<file path="src/rtl/brainfuck_pkg.sv">
// Shared definitions for the brainfuck core and its code loader.
//   - opcode byte constants (also decoded by the core)
//   - loader FSM state encoding
//   - loader error codes
//   - is_opcode(): true for the eight executable opcode bytes
package brainfuck_pkg;

  localparam logic [7:0] OP_INC   = 8'h2B; // +
  localparam logic [7:0] OP_DEC   = 8'h2D; // -
  localparam logic [7:0] OP_LEFT  = 8'h3C; // <
  localparam logic [7:0] OP_RIGHT = 8'h3E; // >
  localparam logic [7:0] OP_JZ    = 8'h5B; // [
  localparam logic [7:0] OP_JNZ   = 8'h5D; // ]
  localparam logic [7:0] OP_OUT   = 8'h2E; // .
  localparam logic [7:0] OP_IN    = 8'h2C; // ,
  localparam logic [7:0] OP_END   = 8'h00; // end of program

  typedef enum logic [2:0] {
    ST_IDLE = 3'd0,
    ST_LOAD = 3'd1,
    ST_TERM = 3'd2,
    ST_RUN  = 3'd3,
    ST_FAIL = 3'd4
  } loader_state_t;

  localparam logic [1:0] ERR_NONE      = 2'd0;
  localparam logic [1:0] ERR_OVERFLOW  = 2'd1;
  localparam logic [1:0] ERR_UNMATCHED = 2'd2;
  localparam logic [1:0] ERR_UNCLOSED  = 2'd3;

  function automatic logic is_opcode(input logic [7:0] b);
    return (b == OP_INC) || (b == OP_DEC) || (b == OP_LEFT) || (b == OP_RIGHT) ||
           (b == OP_JZ)  || (b == OP_JNZ) || (b == OP_OUT)  || (b == OP_IN);
  endfunction

endpackage

</file>
<file path="src/rtl/brainfuck_code_loader_if.sv">
// Byte-stream input and code-RAM write bus of the brainfuck code loader.
//   in_data/in_valid/in_ready : program byte stream (valid/ready)
//   addr_code/dataOut_code/writeRq_code : code-RAM write port
// Modports:
//   slave  - the loader (stream sink, drives the RAM write port)
//   master - the byte source / environment side
interface brainfuck_code_loader_if #(
  parameter int addrSize = 9
) ();
  logic [7:0]          in_data;
  logic                in_valid;
  logic                in_ready;
  logic [addrSize-1:0] addr_code;
  logic [7:0]          dataOut_code;
  logic                writeRq_code;

  modport slave (
    input  in_data, in_valid,
    output in_ready, addr_code, dataOut_code, writeRq_code
  );

  modport master (
    output in_data, in_valid,
    input  in_ready, addr_code, dataOut_code, writeRq_code
  );
endinterface

</file>
<file path="src/rtl/brainfuck_bracket_checker.sv">
// Bracket-depth tracker for the code loader.
//   clk, reset (async active-low), clr (sync clear at load start)
//   open_br   : a '[' is being stored
//   close_br  : a ']' is being considered for storage
//   underflow : close_br while depth is already 0 (combinational)
//   nonzero   : depth != 0, i.e. some '[' still unclosed
// Depth cannot wrap: it never exceeds the stored byte count, which is below 2^addrSize.
module brainfuck_bracket_checker #(
  parameter int addrSize = 9
) (
  input  logic clk,
  input  logic reset,
  input  logic clr,
  input  logic open_br,
  input  logic close_br,
  output logic underflow,
  output logic nonzero
);

  logic [addrSize-1:0] depth_q;

  assign underflow = close_br && (depth_q == '0);
  assign nonzero   = (depth_q != '0);

  always_ff @(posedge clk or negedge reset) begin
    if (!reset) begin
      depth_q <= '0;
    end else if (clr) begin
      depth_q <= '0;
    end else if (open_br) begin
      depth_q <= depth_q + 1'b1;
    end else if (close_br && !underflow) begin
      depth_q <= depth_q - 1'b1;
    end
  end

endmodule

</file>
<file path="src/rtl/brainfuck_code_loader.sv">
// Brainfuck code loader: writes a byte-stream program into code RAM from
// address 0, appends the 0x00 terminator, checks bracket balance and holds
// the core in reset until a clean load completes.
// Ports:
//   clk, reset (async active-low), start (single-cycle load request)
//   bus        : stream input + code-RAM write port (interface, slave side)
//   core_reset : active-low core reset, high only while RUN
//   done       : load finished cleanly, core running
//   error      : 0 none, 1 overflow, 2 unmatched ']', 3 unclosed '['
//   length     : stored bytes, terminator excluded
// Build option: define FILTER_COMMENTS_EN to store only the eight opcode
// bytes; otherwise every non-terminator byte is stored verbatim.
module brainfuck_code_loader
  import brainfuck_pkg::*;
#(
  parameter int         addrSize = 9,
  parameter logic [7:0] END_CHAR = 8'h21
) (
  input  logic                  clk,
  input  logic                  reset,
  input  logic                  start,
  brainfuck_code_loader_if.slave bus,
  output logic                  core_reset,
  output logic                  done,
  output logic [1:0]            error,
  output logic [addrSize-1:0]   length
);

  // Last slot is reserved for the terminator.
  localparam logic [addrSize-1:0] LAST_IDX = '1;

  loader_state_t       state_q, state_d;
  logic [addrSize-1:0] idx_q;
  logic [1:0]          error_q;
  logic [addrSize-1:0] addr_q;
  logic [7:0]          data_q;
  logic                wr_q;

  logic acc, is_term, keep, ovf, cand, store, start_ok;
  logic open_br, close_br, underflow, nonzero;

  always_comb begin
    is_term = (bus.in_data == OP_END) || (bus.in_data == END_CHAR);
`ifdef FILTER_COMMENTS_EN
    keep = is_opcode(bus.in_data);
`else
    keep = 1'b1;
`endif
    acc      = (state_q == ST_LOAD) && bus.in_valid;
    // Once an error is latched, bytes are swallowed until the terminator.
    ovf      = acc && !is_term && (error_q == ERR_NONE) && keep && (idx_q == LAST_IDX);
    cand     = acc && !is_term && (error_q == ERR_NONE) && keep && (idx_q != LAST_IDX);
    open_br  = cand && (bus.in_data == OP_JZ);
    close_br = cand && (bus.in_data == OP_JNZ);
    // An underflowing ']' is not written; the terminator lands in its slot.
    store    = cand && !underflow;
    start_ok = start && ((state_q == ST_IDLE) || (state_q == ST_RUN) || (state_q == ST_FAIL));
  end

  always_comb begin
    state_d = state_q;
    case (state_q)
      ST_IDLE: if (start) state_d = ST_LOAD;
      ST_LOAD: if (acc && (is_term || ovf)) state_d = ST_TERM;
      ST_TERM: state_d = ((error_q != ERR_NONE) || nonzero) ? ST_FAIL : ST_RUN;
      ST_RUN:  if (start) state_d = ST_LOAD;
      ST_FAIL: if (start) state_d = ST_LOAD;
      default: state_d = ST_IDLE;
    endcase
  end

  always_ff @(posedge clk or negedge reset) begin
    if (!reset) state_q <= ST_IDLE;
    else        state_q <= state_d;
  end

  always_ff @(posedge clk or negedge reset) begin
    if (!reset) begin
      idx_q   <= '0;
      error_q <= ERR_NONE;
      addr_q  <= '0;
      data_q  <= 8'h00;
      wr_q    <= 1'b0;
    end else begin
      wr_q <= 1'b0;
      if (start_ok) begin
        idx_q   <= '0;
        error_q <= ERR_NONE;
      end
      if (store) begin
        wr_q   <= 1'b1;
        addr_q <= idx_q;
        data_q <= bus.in_data;
        idx_q  <= idx_q + 1'b1;
      end
      if (ovf)       error_q <= ERR_OVERFLOW;
      if (underflow) error_q <= ERR_UNMATCHED;
      // Terminator write is presented during the TERM cycle.
      if ((state_q == ST_LOAD) && (state_d == ST_TERM)) begin
        wr_q   <= 1'b1;
        addr_q <= idx_q;
        data_q <= OP_END;
      end
      if ((state_q == ST_TERM) && (error_q == ERR_NONE) && nonzero)
        error_q <= ERR_UNCLOSED;
    end
  end

  brainfuck_bracket_checker #(.addrSize(addrSize)) u_brackets (
    .clk       (clk),
    .reset     (reset),
    .clr       (start_ok),
    .open_br   (open_br),
    .close_br  (close_br),
    .underflow (underflow),
    .nonzero   (nonzero)
  );

  assign bus.in_ready     = (state_q == ST_LOAD);
  assign bus.addr_code    = addr_q;
  assign bus.dataOut_code = data_q;
  assign bus.writeRq_code = wr_q;
  assign core_reset       = (state_q == ST_RUN);
  assign done             = (state_q == ST_RUN);
  assign error            = error_q;
  assign length           = idx_q;

endmodule

</file>
<file path="src/flat_wrapper.sv">
// flat-port wrapper written by rule: the top's interface ports become plain ports
module brainfuck_code_loader_flat import brainfuck_pkg::*;
#(
  parameter int         addrSize = 9,
  parameter logic [7:0] END_CHAR = 8'h21
)
  (clk, reset, start, core_reset, done, error, length, bus_in_data, bus_in_valid, bus_in_ready, bus_addr_code, bus_dataOut_code, bus_writeRq_code);
  brainfuck_code_loader_if #(.addrSize(addrSize)) bus_i ();
  input  logic clk;
  input  logic reset;
  input  logic start;
  output logic core_reset;
  output logic done;
  output logic [1:0] error;
  output logic [addrSize-1:0] length;
  input wire logic [$bits(bus_i.in_data)-1:0] bus_in_data;
  input wire logic [$bits(bus_i.in_valid)-1:0] bus_in_valid;
  output wire logic [$bits(bus_i.in_ready)-1:0] bus_in_ready;
  output wire logic [$bits(bus_i.addr_code)-1:0] bus_addr_code;
  output wire logic [$bits(bus_i.dataOut_code)-1:0] bus_dataOut_code;
  output wire logic [$bits(bus_i.writeRq_code)-1:0] bus_writeRq_code;
  assign bus_i.in_data = bus_in_data;
  assign bus_i.in_valid = bus_in_valid;
  assign bus_in_ready = bus_i.in_ready;
  assign bus_addr_code = bus_i.addr_code;
  assign bus_dataOut_code = bus_i.dataOut_code;
  assign bus_writeRq_code = bus_i.writeRq_code;
  brainfuck_code_loader #(.addrSize(addrSize), .END_CHAR(END_CHAR)) u_core (.clk(clk), .reset(reset), .start(start), .bus(bus_i), .core_reset(core_reset), .done(done), .error(error), .length(length));
endmodule
</file>
<file path="config.mk">
export PLATFORM = sky130hd
export DESIGN_NAME = brainfuck_code_loader_flat
export DESIGN_NICKNAME = d
export VERILOG_FILES = /design/src/rtl/brainfuck_pkg.sv /design/src/rtl/brainfuck_code_loader_if.sv /design/src/rtl/brainfuck_bracket_checker.sv /design/src/rtl/brainfuck_code_loader.sv /design/src/flat_wrapper.sv
export SDC_FILE = /design/constraint.sdc
export NUM_CORES = 1
export LEC_CHECK = 0
export BUFFER_PORTS_ARGS = -buffer_cell sky130_fd_sc_hd__buf_2
export CAP_MARGIN = 20
export CORE_UTILIZATION = 40
export CTS_BUF_LIST = sky130_fd_sc_hd__clkbuf_4
export DETAILED_ROUTE_END_ITERATION = 16
export GPL_ROUTABILITY_DRIVEN = 1
export SYNTH_ARGS = -nofsm -noshare
export SYNTH_HDL_FRONTEND = slang
export SYNTH_SLANG_ARGS = --single-unit
</file>
<file path="constraint.sdc">
create_clock -name clk -period 3.86 [get_ports clk]
set_input_delay 0.579 -clock clk [delete_from_list [all_inputs] [get_ports clk]]
set_output_delay 0.579 -clock clk [all_outputs]
set_load 0.005 [all_outputs]
</file>
==> flow_summary.yaml <==
outcome:
  status: "complete, no violations"
timing:
  finalHoldViolations: 0
  finClkSkew_ns: 0.00313
  fin_ws_ns: 0.435
  timing.fmax_ghz: 0.292
  fin_crit_sh_pct: 88.7
  max_slew_margin_pct: 38.6
  layout_min_cycle_time_ns: 3.42
  rsz0062_at_grt: "no"
  finalHoldWorstSlack_ns: 0.337
  setup_viol: 0
  slew_violations: 0
  tightest_slew_ns: 0.921
  tns_ns: 0
floorplanning:
  dieArea_um2: 5940
  rows: 26
  dieWidth_um: 77.1
  die_h_um: 77.1
  core_region_area_um2: 5270
  initial_core_util_pct: 42.8
  io_pins: 44
setup_path:
  cp.required_ns: 4.11
  endpoint_kind: "flop"
  start_kind: "flop"
  worstPathArrival_ns: 3.68
  crit_type: "flop to flop"
  worst-path-max-fanout: 9
detailed_routing:
  drtIter0Drc: 53
  viasPerCell: 5.24
  drt-total-wl_mm: 4.70
  num_vias: 1829
  wl_per_cell_um: 13.5
  drt_pass1_iterations: 4
  drc: 0
  detail-route-antenna-nets: 0
cells_and_area:
  drive_above_1_share_pct: 22.6
  antennaDiodeCount: 0
  final_nets: 301
  final_area_um2: 2620
  final_cell_mix: "buf_2 (43), dfrtp_1 (41), nor2_1 (22), o21ai_0 (22), nand3_1 (17)"
  n_fill_cell: 544
  final_cell_count_no_fill: 349
  area_growth_pct: 16.1
  final_common_cell: "buf_2"
synth:
  avgSynthCellArea_um2: 9.84
  synth_cells: 229
  synthTopCellsByArea: "dfrtp_1 (46%), ha_1 (5.6%), o21ai_0 (4.9%), mux2_1 (4.5%), mux2i_1 (4.0%)"
  synth_area_um2: 2250
  synth.distinct_cells: 43
  synth_seq_area_share_pct: 45.5
  synth-seq-cells: 41
  yosysTopAreaCellShare_pct: 45.5
  syn-num-nets: 252
  ys_async_sr_fraction_pct: 100
  synth_top_cell_by_area: "dfrtp_1"
  ys_warn_count: 0
  ys.flop_type: "dfrtp_1"
  synth_edf_count: 0
placement:
  dp_hpwl_mm: 3.40
  place_congestion: 0.837
  dpl-instance-area_um2: 2550
  post-place-ws_ns: 0.136
  post-place-cells: 339
  port_buffers: 43
clock_network:
  cts_buffer_depth: 2
  clock_sinks: 41
  cts_root_buf: "clkbuf_4"
  clkTransAtPathRegs_ns: 0.13
  ctsHoldBuffers: 0
  cts_tree: "built"
  cts_resized: 0
  clk_latency_ns: 0.36
  h-tree-depth: 2
  numCtsBuffers: 5
  cts_setup_buffers: 0
pwr:
  irDropWorstVdd_uv: 215
  p_leak_nw: 1.33
  powerDensity_nw_per_um2: 473
grt:
  first_global_vias: 1790
  overflow: 0
  grt_use_total_pct: 17.5
  grt_antenna_before_repair: 0
  grt_pass1_wl_mm: 8.25
  grt_max_degree: 42
hold_path:
  min_path_type: "input port to async pin"
run:
  drv_cap: 0
-- power by group --
group	total [mW]	leakage (nW)	switching, mW	internal (mW)
clock network	0.219	0.0326	0.150	0.0691
logic	0.447	0.764	0.241	0.206
registers	0.572	0.538	0.0647	0.507
-- final timing paths --
| kind | slack (ns) | end | start | depth (start not counted) |
|---|---|---|---|---|
| min reg2reg | 0.50 | u_core.bus.addr_code[3]$_DFFE_PN0P_ | u_core.bus.addr_code[3]$_DFFE_PN0P_ | 1 |
| max in group asynchronous | 2.95 | u_core.bus.dataOut_code[0]$_DFFE_PN0P_ | reset | 1 |
| min in group clk | 0.46 | u_core.state_q[0]$_DFF_PN0_ | start | 3 |
| min | 0.34 | u_core.state_q[2]$_DFF_PN0_ | reset | 1 |
| max reg2reg | 0.44 | u_core.u_brackets.depth_q[8]$_DFFE_PN0P_ | u_core.length[0]$_DFFE_PN0P_ | 16 |
| max | 0.44 | u_core.u_brackets.depth_q[8]$_DFFE_PN0P_ | u_core.length[0]$_DFFE_PN0P_ | 16 |
-- stage by stage --
stage / power, mW / utilization [%]
after floorplan: 0.879 / -
after global placement: 1.02 / 48.3
after detailed placement: 1.03 / 48.3
after CTS: 1.25 / 49.4
after global routing: 1.35 / 49.6
final: 1.24 / 49.6
-- synthesized netlist by cell type, types with 2 or more instances --
master / number
a21oi_1: 8
a31oi_1: 2
and2_1: 2
and3_1: 3
buf_2: 2
buf_4: 3
clkbuf_1: 2
dfrtp_1: 41
ha_1: 10
inv_1: 8
mux2_1: 9
mux2i_1: 9
nand2_1: 16
nand2b_1: 5
nand3_1: 17
nand4b_1: 2
nor2_1: 22
nor2b_1: 4
nor3_1: 4
nor3b_1: 2
nor4_1: 2
o21ai_0: 22
o31ai_1: 3
or2_2: 3
or3_1: 4
xnor2_1: 5
xor2_1: 3
-- routing by layer --
metal  wire length (um)  global-route usage (%)  vias to the layer above
li1                   -                       -                      913
met1               2240                    22.1                      873
met2               2210                    28.9                       37
met3                175                    3.93                        6
met4                 76                    7.17                        0
met5                  0                       0                        -
-- cells by family (layout without fill, tap and decap cells) --
| group | after synthesis | after routing | synth area share, % |
|---|---|---|---|
| flops | 41 | 41 | 45.5 |
| buf+inv | 15 | 65 | 3.11 |
| compound gates | 43 | 43 | 11.6 |
| xor+xnor | 8 | 8 | 3.11 |
| fa+ha+maj | 11 | 11 | 6.44 |
| simple gates | 93 | 93 | 21.7 |
| mux | 18 | 18 | 8.50 |
-- sequential cells by signal, summed over array words and instances, names as in the netlist --
name	flops
u_core.bus.addr_code	9
u_core.bus.dataOut_code	8
u_core.bus.writeRq_code	1
u_core.error	2
u_core.length	9
u_core.state_q	3
u_core.u_brackets.depth_q	9
-- final cells by class --
| class | count | area [um^2] | share of cell area [%] |
|---|---|---|---|
| tap | 70 | 87.6 | 3.35 |
| clock buffer | 5 | 37.5 | 1.43 |
| clock inverter | 3 | 17.5 | 0.670 |
| multi-input combinational | 173 | 1160 | 44.2 |
| inverter | 8 | 30.0 | 1.15 |
| sequential | 41 | 1030 | 39.2 |
| timing repair buffer | 49 | 260 | 9.95 |
-- worst max-delay path, cell delays in order, from the launching register on --
cell and delay, ns:
dfrtp_1 0.46, ha_1 0.23, inv_1 0.07, nor2_1 0.06, and3_1 0.19, and3_1 0.18
ha_1 0.20, nor4_2 0.30, nand4b_1 0.14, buf_4 0.19, ha_1 0.36, and3_1 0.17
a21oi_1 0.05, a31oi_1 0.32, nor4_1 0.08, a211oi_1 0.24, a31oi_1 0.07
Power figures use the tool's default switching activity.
